### src/rtl/ctrlport_reg_responder_pkg.sv
// Shared ctrlport definitions: bus widths, response status codes and the
// responder FSM encoding.
package ctrlport_reg_responder_pkg;

  localparam int CTRLPORT_ADDR_W = 20;
  localparam int CTRLPORT_DATA_W = 32;
  localparam int CTRLPORT_BE_W   = CTRLPORT_DATA_W / 8;

  typedef enum logic [1:0] {
    STS_OKAY    = 2'd0,
    STS_CMDERR  = 2'd1,
    STS_TSERR   = 2'd2,
    STS_WARNING = 2'd3
  } ctrlport_status_t;

  typedef enum logic [1:0] {
    ST_IDLE,
    ST_WAIT,
    ST_ACK
  } resp_state_t;

  // Expand per-byte enables into a per-bit write mask.
  function automatic logic [CTRLPORT_DATA_W-1:0] be_to_mask(input logic [CTRLPORT_BE_W-1:0] be);
    logic [CTRLPORT_DATA_W-1:0] m;
    m = '0;
    for (int b = 0; b < CTRLPORT_BE_W; b++) m[8*b +: 8] = {8{be[b]}};
    return m;
  endfunction

endpackage

### src/rtl/ctrlport_reg_responder.sv
// Ctrlport slave exposing NUM_REGS byte-writable registers with a fixed
// request-to-ack latency; one request in flight, extras are dropped and flagged.
module ctrlport_reg_responder
  import ctrlport_reg_responder_pkg::*;
#(
  parameter int          BASE_ADDR   = 0,
  parameter int          NUM_REGS    = 4,
  parameter int          REG_W       = 16,
  parameter logic [31:0] RESET_VAL   = 32'd1,
  parameter int          ACK_LATENCY = 1
) (
  input  logic                       ctrlport_clk,
  input  logic                       ctrlport_rst,
  input  logic                       s_ctrlport_req_wr,
  input  logic                       s_ctrlport_req_rd,
  input  logic [CTRLPORT_ADDR_W-1:0] s_ctrlport_req_addr,
  input  logic [CTRLPORT_DATA_W-1:0] s_ctrlport_req_data,
  input  logic [CTRLPORT_BE_W-1:0]   s_ctrlport_req_byte_en,
  output logic                       s_ctrlport_resp_ack,
  output logic [1:0]                 s_ctrlport_resp_status,
  output logic [CTRLPORT_DATA_W-1:0] s_ctrlport_resp_data,
  output logic [NUM_REGS*REG_W-1:0]  regs,
  output logic [NUM_REGS-1:0]        reg_wr_stb,
  output logic                       dropped_req
);

  localparam int          IDX_W     = (NUM_REGS > 1) ? $clog2(NUM_REGS) : 1;
  localparam logic [31:0] BASE      = 32'(BASE_ADDR);
  localparam logic [31:0] LIMIT     = 32'(BASE_ADDR + 4*NUM_REGS);
  localparam logic [3:0]  WAIT_LOAD = 4'(ACK_LATENCY - 2);
  localparam resp_state_t ST_ACCEPT = (ACK_LATENCY == 1) ? ST_ACK : ST_WAIT;

  resp_state_t state, state_nxt;
  logic [3:0]  cnt;

  logic                       req, accept, req_hit;
  logic [31:0]                req_addr32, req_offs;
  logic                       cap_wr, cap_rd, cap_err;
  logic [IDX_W-1:0]           cap_idx;
  logic [CTRLPORT_DATA_W-1:0] cap_data;
  logic [CTRLPORT_BE_W-1:0]   cap_be;

  logic [NUM_REGS-1:0][REG_W-1:0] reg_q;
  logic [CTRLPORT_DATA_W-1:0]     cur_word, merged, wmask;
  logic                           ack_cyc, wr_fire;

  assign req        = s_ctrlport_req_wr | s_ctrlport_req_rd;
  // The ACK cycle doubles as an accept slot so back-to-back traffic loses no cycle.
  assign accept     = req && (state == ST_IDLE || state == ST_ACK);
  assign req_addr32 = 32'(s_ctrlport_req_addr);
  assign req_offs   = req_addr32 - BASE;
  assign req_hit    = (req_addr32 >= BASE) && (req_addr32 < LIMIT) &&
                      (s_ctrlport_req_addr[1:0] == 2'b00);

  always_ff @(posedge ctrlport_clk or posedge ctrlport_rst) begin
    if (ctrlport_rst) begin
      state       <= ST_IDLE;
      cnt         <= '0;
      cap_wr      <= 1'b0;
      cap_rd      <= 1'b0;
      cap_err     <= 1'b0;
      cap_idx     <= '0;
      cap_data    <= '0;
      cap_be      <= '0;
      dropped_req <= 1'b0;
    end else begin
      state <= state_nxt;
      if (accept) begin
        cnt      <= WAIT_LOAD;
        cap_wr   <= s_ctrlport_req_wr & ~s_ctrlport_req_rd & req_hit;
        cap_rd   <= s_ctrlport_req_rd & ~s_ctrlport_req_wr & req_hit;
        cap_err  <= (s_ctrlport_req_wr & s_ctrlport_req_rd) | ~req_hit;
        cap_idx  <= IDX_W'(req_offs >> 2);
        cap_data <= s_ctrlport_req_data;
        cap_be   <= s_ctrlport_req_byte_en;
      end else if (state == ST_WAIT && cnt != '0) begin
        cnt <= cnt - 4'd1;
      end
      if (req && state == ST_WAIT) dropped_req <= 1'b1;
    end
  end

  always_comb begin
    state_nxt = state;
    case (state)
      ST_IDLE: if (req) state_nxt = ST_ACCEPT;
      ST_WAIT: if (cnt == '0) state_nxt = ST_ACK;
      ST_ACK:  state_nxt = req ? ST_ACCEPT : ST_IDLE;
      default: state_nxt = ST_IDLE;
    endcase
  end

  always_comb begin
    ack_cyc  = (state == ST_ACK);
    wr_fire  = ack_cyc && cap_wr && (cap_be != '0);
    cur_word = '0;
    cur_word[REG_W-1:0] = reg_q[cap_idx];
    wmask    = be_to_mask(cap_be);
    merged   = (cur_word & ~wmask) | (cap_data & wmask);

    s_ctrlport_resp_ack    = ack_cyc;
    s_ctrlport_resp_status = (ack_cyc && cap_err) ? STS_CMDERR : STS_OKAY;
    s_ctrlport_resp_data   = (ack_cyc && cap_rd) ? cur_word : '0;
    for (int i = 0; i < NUM_REGS; i++)
      reg_wr_stb[i] = wr_fire && (cap_idx == IDX_W'(i));
  end

  always_ff @(posedge ctrlport_clk or posedge ctrlport_rst) begin
    if (ctrlport_rst) begin
      reg_q <= {NUM_REGS{RESET_VAL[REG_W-1:0]}};
    end else begin
      for (int i = 0; i < NUM_REGS; i++)
        if (reg_wr_stb[i]) reg_q[i] <= REG_W'(merged);
    end
  end

  assign regs = reg_q;

endmodule

### config.mk
export PLATFORM = sky130hd
export DESIGN_NAME = ctrlport_reg_responder
export DESIGN_NICKNAME = d
export VERILOG_FILES = /design/src/rtl/ctrlport_reg_responder_pkg.sv /design/src/rtl/ctrlport_reg_responder.sv
export SDC_FILE = /design/constraint.sdc
export NUM_CORES = 1
export LEC_CHECK = 0
export ABC_AREA = 1
export ABC_CLOCK_PERIOD_IN_PS = 2800
export CAP_MARGIN = 25
export CORE_ASPECT_RATIO = 2
export CORE_MARGIN = 2
export CORE_UTILIZATION = 40
export CTS_CLUSTER_DIAMETER = 200
export CTS_CLUSTER_SIZE = 8
export DETAILED_ROUTE_END_ITERATION = 6
export PLACE_DENSITY = 0.75
export SYNTH_ARGS = -nofsm -noshare
export SYNTH_HDL_FRONTEND = slang
export SYNTH_SLANG_ARGS = --single-unit
### constraint.sdc
create_clock -name ctrlport_clk -period 2.8 [get_ports ctrlport_clk]
set_clock_uncertainty 0.15 [all_clocks]
set_input_delay 0.56 -clock ctrlport_clk [delete_from_list [all_inputs] [get_ports ctrlport_clk]]
set_output_delay 0.56 -clock ctrlport_clk [all_outputs]
set_load 0.03 [all_outputs]
==> results of run 1 <==
[cells in the final DEF (no fill, tap or decap), drive strengths merged]
cell type and instances:
a21oi 16, and2 1, buf 28, bufinv 1, clkbuf 13, clkdlybuf4s50 109, clkinv 2, clkinvlp 2
conb 18, dfrtp 86, dfstp 4, inv 20, nand2 323, nand3 82, nand4 1, nor2 16
o21ai 15, or2 9
[power groups by stage]
stage | clock [mW] | sequential, mW | combinational, mW
global placement | 0 | 1.37 | 0.306
detailed placement | 0 | 1.37 | 0.309
finish | 1.27 | 1.35 | 0.310
global route | 1.33 | 1.35 | 0.344
floorplan | 0 | 1.36 | 0.225
CTS | 1.28 | 1.35 | 0.311
[worst reg2reg max path: stages (launching register included)]
cell and delay [ps]:
dfrtp_1 530, clkinv_2 400, nand2_2 260, nor2_8 60
buf_4 220, inv_4 230, nand2_1 90, nand2_1 80
[routing by layer]
metal	track usage	up-vias	wire length, um
met3	0.0493	18	1220
li1	-	2152	-
met1	0.296	2057	5530
met4	0.0662	0	212
met5	0	-	0
met2	0.354	260	6490
[stage by stage]
stage	hold WS [ps]	utilization	total power [mW]
2_1_floorplan	291	-	1.59
4_1_cts	326	0.545	2.93
5_1_grt	350	0.545	3.03
3_5_place_dp	308	0.518	1.68
3_3_place_gp	307	0.518	1.68
6_report	325	0.545	2.93
[sequential cells by signal, indices dropped and copies added (netlist names)]
signal and flops:
cap_be 4, cap_data 16, cap_err 1, regs 64
state 1, cap_idx 2, cap_rd 1, cap_wr 1
[layout make-up]
type	count	area [um2]	area share
clock inverter	3	46.3	0.00734
timing repair buffer	137	1380	0.218
multi-input combinational	481	2070	0.329
tap	145	181	0.0288
inverter	22	100	0.0159
sequential	90	2260	0.358
clock buffer	13	270	0.0429
[logic make-up (layout without fill, tap and decap cells)]
family | Yosys count | count (layout) | synth area share
compound gates | 31 | 31 | 0.0331
buf+inv | 66 | 175 | 0.0892
other cells | 1 | 18 | 0.000801
simple gates | 432 | 432 | 0.395
flops | 90 | 90 | 0.482
[worst min-delay path by stage]
stage,slack [ps],cells past startpoint,end
3_3_place_gp,310,2,cap_data[1]
2_1_floorplan,290,2,cap_data[0]
5_1_grt,350,2,cap_be[2]
6_report,330,2,regs[0]
4_1_cts,330,2,cap_data[2]
3_5_place_dp,310,2,cap_data[2]
==> summary.txt, run 1 <==
Status
  • Outcome: finished, final reports clean

Setup path
  • CP Capture Type: output pin
  • Setup slack, reg-to-reg: 730 ps
  • Critical path data arrival time: 1890 ps
  • Reg2reg start: cap_idx[1]
  • Cell Chain, Critical Path: nand2_1 -> a21oi_1 -> buf_12
  • Worst setup path start: state[1]
  • Worst r2r path cells: 7
  • Req. time, crit path: 2090 ps
  • Setup crit start kind: flip-flop
  • Setup crit end: s_ctrlport_resp_data[14]
  • CP max stage cell: nand2_1
  • WS Path Type: reg2out
  • Crit Path Max Fanout: 16
  • CP Depth: 3
  • Critical path buffers and inverters: 1
  • Top cell family by delay on the critical path: simple AND/OR/NAND/NOR gates
  • Crit-path max cell delay: 490 ps
  • Reg2reg end: regs[11]

STA
  • Relative slew slack: 0.475
  • Tmin final: 2600 ps
  • Total negative slack: 0 ps
  • Final Max Tran Viols: 0
  • Max Freq: 385 MHz
  • RSZ-0062 raised after global routing: no
  • Setup violations, final: 0
  • Worst-Margin Slew: 786 ps
  • Worst Slack Setup Final: 205 ps
  • Final hold vios: 0
  • Crit share post-route: 0.927

Power and ir drop
  • LEAKAGE: 3.25 nW
  • Pwr dens: 464 nW/um2
  • Switching power total: 0.732 mW
  • Power share of the clock group: 0.434
  • Seq pwr share: 0.460
  • Int Power: 2.20 mW
  • Switching share of total power: 0.250
  • Peak supply drop: 0.342 mV
  • Logic pwr share: 0.106

Drt
  • Remaining DRCs: 0
  • Wire per inst: 15.1 um
  • Detailed Routing Iterations Pass 1: 5
  • Via density: 5.04
  • Vias: 4487
  • Initial DRC count: 463
  • Antenna Nets Post-Route: 0
  • Routed wire length: 13.5 mm

Final layout
  • Final-layout fill cell count: 1106
  • Number of diodes: 0
  • Final cell count without fillers: 891
  • Final Net Count: 801
  • Layout cells sized above 1: 0.101
  • Fin area: 6300 um2
  • Area grow syn2layout: 34.6%

Floorplan
  • Die Wd: 80.5 um
  • Core area: 11600 um2
  • Die area: 12600 um2
  • Die Y: 157 um
  • Num ports: 164
  • Rows: 56
  • Starting density of the core: 0.405

Synthesis
  • Async SR Flop Fraction: 1.00
  • Synth area leaders: dfrtp_1 (46%), nand2_1 (26%), nand3_1 (8.7%)
  • Syn Std Cell Area: 4680 um2
  • Seq/Total Area, Yosys: 0.482
  • Largest area contributor in the netlist: dfrtp_1
  • Number of enable flip-flop cells after synthesis: 0
  • Number of synthesized register bits: 90
  • Yosys cell types: 24
  • Commonest cells post-synth: nand2_1 (320), dfrtp_1 (86), nand3_1 (81)
  • Yosys top cell area share: 0.459
  • Number of synthesis warnings: 0
  • Cells after Synth: 620
  • Count leader, synth: nand2_1
  • Most common flop cell mapped by yosys: dfrtp_1
  • Mean Syn Cell Area: 7.56 um2

CTS
  • Post-CTS Setup Repair Bufs: 0
  • Post_cts resized: 0
  • Max H-tree Level: 3
  • Latest clock arrival within the worst-skew pair: 350 ps
  • CTS root buf: clkbuf_16
  • TritonCTS clock tree: built
  • Clk sink count: 90
  • Hold_buf cts: 0
  • Cts bufs inserted: 9
  • Clk slew on worst S/H paths: 60 ps
  • Clk buf depth: 2

Worst hold path
  • Class of the worst hold path: reg2reg
  • Worst Min Path Start: regs[0]

Run
  • Max-Cap Viols: 0

GRT
  • Largest net degree at the start of global routing: 81
  • GRT Total Usage: 0.220
  • Initial antenna violation count: 0
  • First-pass GRT wire length: 21.3 mm
  • Vias in the first global route: 4130
  • GR Overflow Total: 0

Placement
  • Placed cell count: 875
  • DP Area: 5990 um2
  • Routability cong.: 0.836
  • Port bufs: 129
  • Hpwl dp: 9.02 mm
  • Place WS: 587 ps
Note: power is estimated with default switching activity, not from simulation.
==> run 2: changes to the inputs <==
--- a/config.mk
+++ b/config.mk
@@ -6,7 +6,7 @@
 export NUM_CORES = 1
 export LEC_CHECK = 0
 export ABC_AREA = 1
-export ABC_CLOCK_PERIOD_IN_PS = 2800
+export ABC_CLOCK_PERIOD_IN_PS = 2330
 export CAP_MARGIN = 25
 export CORE_ASPECT_RATIO = 2
 export CORE_MARGIN = 2
==> constraint.sdc (replaced) <==
create_clock -name ctrlport_clk -period 2.33 [get_ports ctrlport_clk]
set_clock_uncertainty 0.15 [all_clocks]
set_input_delay 0.466 -clock ctrlport_clk [delete_from_list [all_inputs] [get_ports ctrlport_clk]]
set_output_delay 0.466 -clock ctrlport_clk [all_outputs]
set_load 0.03 [all_outputs]
==> run 2 against run 1 <==
Effect of this change:
- non-clock buffer count grew 8
- register-to-register slack got worse by 220 ps
- sequential share of layout area is 0.54 points lower
- worst hold slack got worse by 4.1 ps
- utilization is 0.87 points higher
- die area unchanged
- via count about the same
==> summary.txt, run 2 (synthesis gave the netlist of run 1 again) <==
Status
  • Outcome: finished, final reports clean

Placement
  • Routability cong.: 0.813
  • DP Area: 6030 um2
  • Hpwl dp: 9.20 mm
  • Placed cell count: 880
  • Port bufs: 129

GRT
  • GR Overflow Total: 0
  • GRT Total Usage: 0.215
  • Largest net degree at the start of global routing: 41
  • Initial antenna violation count: 0
  • First-pass GRT wire length: 21.0 mm
  • Vias in the first global route: 4170

CTS
  • Latest clock arrival within the worst-skew pair: 350 ps
  • Max H-tree Level: 3
  • Clk buf depth: 2
  • TritonCTS clock tree: built
  • Cts bufs inserted: 9
  • CTS root buf: clkbuf_16
  • Clk slew on worst S/H paths: 60 ps
  • Hold_buf cts: 0
  • Clk sink count: 90

Drt
  • Remaining DRCs: 0
  • Detailed Routing Iterations Pass 1: 5
  • Antenna Nets Post-Route: 0
  • Routed wire length: 13.2 mm
  • Via density: 4.99
  • Vias: 4488
  • Wire per inst: 14.6 um
  • Initial DRC count: 409

Floorplan
  • Die area: 12600 um2
  • Core area: 11600 um2
  • Die Wd: 80.5 um
  • Rows: 56
  • Num ports: 164
  • Die Y: 157 um
  • Starting density of the core: 0.405

STA
  • Setup violations, final: 0
  • Crit share post-route: 0.968
  • Final Max Tran Viols: 0
  • Total negative slack: 0 ps
  • Max Freq: 444 MHz
  • Tmin final: 2250 ps
  • RSZ-0062 raised after global routing: no
  • Final hold vios: 0

Setup path
  • Req. time, crit path: 1710 ps
  • Critical path data arrival time: 1640 ps
  • Reg2reg end: regs[49]
  • Setup crit start kind: flip-flop
  • Reg2reg start: cap_be[0]
  • Crit Path Max Fanout: 15
  • WS Path Type: reg2out
  • CP Capture Type: output pin
  • Worst r2r path cells: 8
  • Setup slack, reg-to-reg: 510 ps

Final layout
  • Max FFs per register: 64
  • Final Net Count: 809
  • Layout cells sized above 1: 0.118
  • Number of diodes: 0
  • Commonest non-fill, non-tap cell in the layout: nand2_1
  • Final-layout fill cell count: 1061
  • Final cell count without fillers: 899
  • Fin area: 6400 um2
  • Area grow syn2layout: 36.7%
  • Most frequent cells in the layout: nand2_1 (320), clkdlybuf4s50_1 (109), dfrtp_1 (85)

Run
  • Max-Cap Viols: 0

Worst hold path
  • Class of the worst hold path: in2async

Power and ir drop
  • LEAKAGE: 3.30 nW
  • Peak supply drop: 0.514 mV
  • Pwr dens: 558 nW/um2
==> run 2: cell count changes in the layout (fill, tap and decap cells not counted), moves of 2 or more <==
cell      before  now
buf_4         22   27
clkinv_2       1    5
a21oi_2        0    4
clkbuf_8       3    1
buf_6          0    3
a21oi_1       16   12
==> run 2: critical path, stage by stage (launching register included) <==
cell     delay (ps)
dfrtp_2         450
buf_6           200
nand2_1          70
nand2_1          60
nand2_1          60
a21oi_1         290
buf_12          160
==> run 2: worst max path at each step <==
stage | start | to | slack, ps | depth (start not counted)
6_report | cap_idx[0] | s_ctrlport_resp_data[3] | 80 | 6
5_1_grt | cap_idx[0] | s_ctrlport_resp_data[11] | 8 | 6
4_1_cts | cap_idx[0] | s_ctrlport_resp_data[8] | -30 | 7
3_5_place_dp | cap_idx[0] | s_ctrlport_resp_data[8] | 290 | 7
3_3_place_gp | cap_idx[0] | s_ctrlport_resp_data[8] | 320 | 7
2_1_floorplan | state[1] | s_ctrlport_resp_data[10] | 280 | 3
==> run 2: final cells by class <==
| cell class | instances | area (um2) | share of cell area |
|---|---|---|---|
| Timing Repair Buffer | 145 | 1450 | 0.226 |
| Clock inverter | 6 | 80.1 | 0.0125 |
| Multi-Input combinational cell | 481 | 2090 | 0.326 |
| Clock buffer | 10 | 239 | 0.0373 |
| Tap cell | 145 | 181 | 0.0283 |
| Inverter | 22 | 110 | 0.0172 |
| Sequential cell | 90 | 2260 | 0.353 |
==> run 2: routing by layer <==
layer	up-vias	track usage	wire (um)
met5	-	0	0
met4	0	0.0734	189
met3	21	0.0482	1130
met2	241	0.343	6320
met1	2044	0.288	5510
li1	2182	-	-
==> run 2: report_power, final <==
part | internal [mW] | total (mW) | switching (mW)
logic | 0.134 | 0.393 | 0.259
clock network | 0.961 | 1.56 | 0.602
registers | 1.60 | 1.62 | 0.0190
total | 2.69 | 3.57 | 0.879
==> run 2: what timing repair did <==
action | 4_1_cts | 5_1_grt
setup buffers | 1 | 2
cloned | 0 | 0
pin swaps | 2 | 0
resized for setup | 1 | 11
setup endpoints to repair | 11 | 15
==> run 2: metrics by stage <==
step	setup WS, ps	hold slack (ps)	power (mW)	util
floorplan	281	291	1.91	-
global placement	319	305	2.02	0.521
detailed placement	292	309	2.03	0.521
CTS	-33.5	326	3.58	0.550
global route	7.58	344	3.69	0.554
finish	75.4	321	3.57	0.554
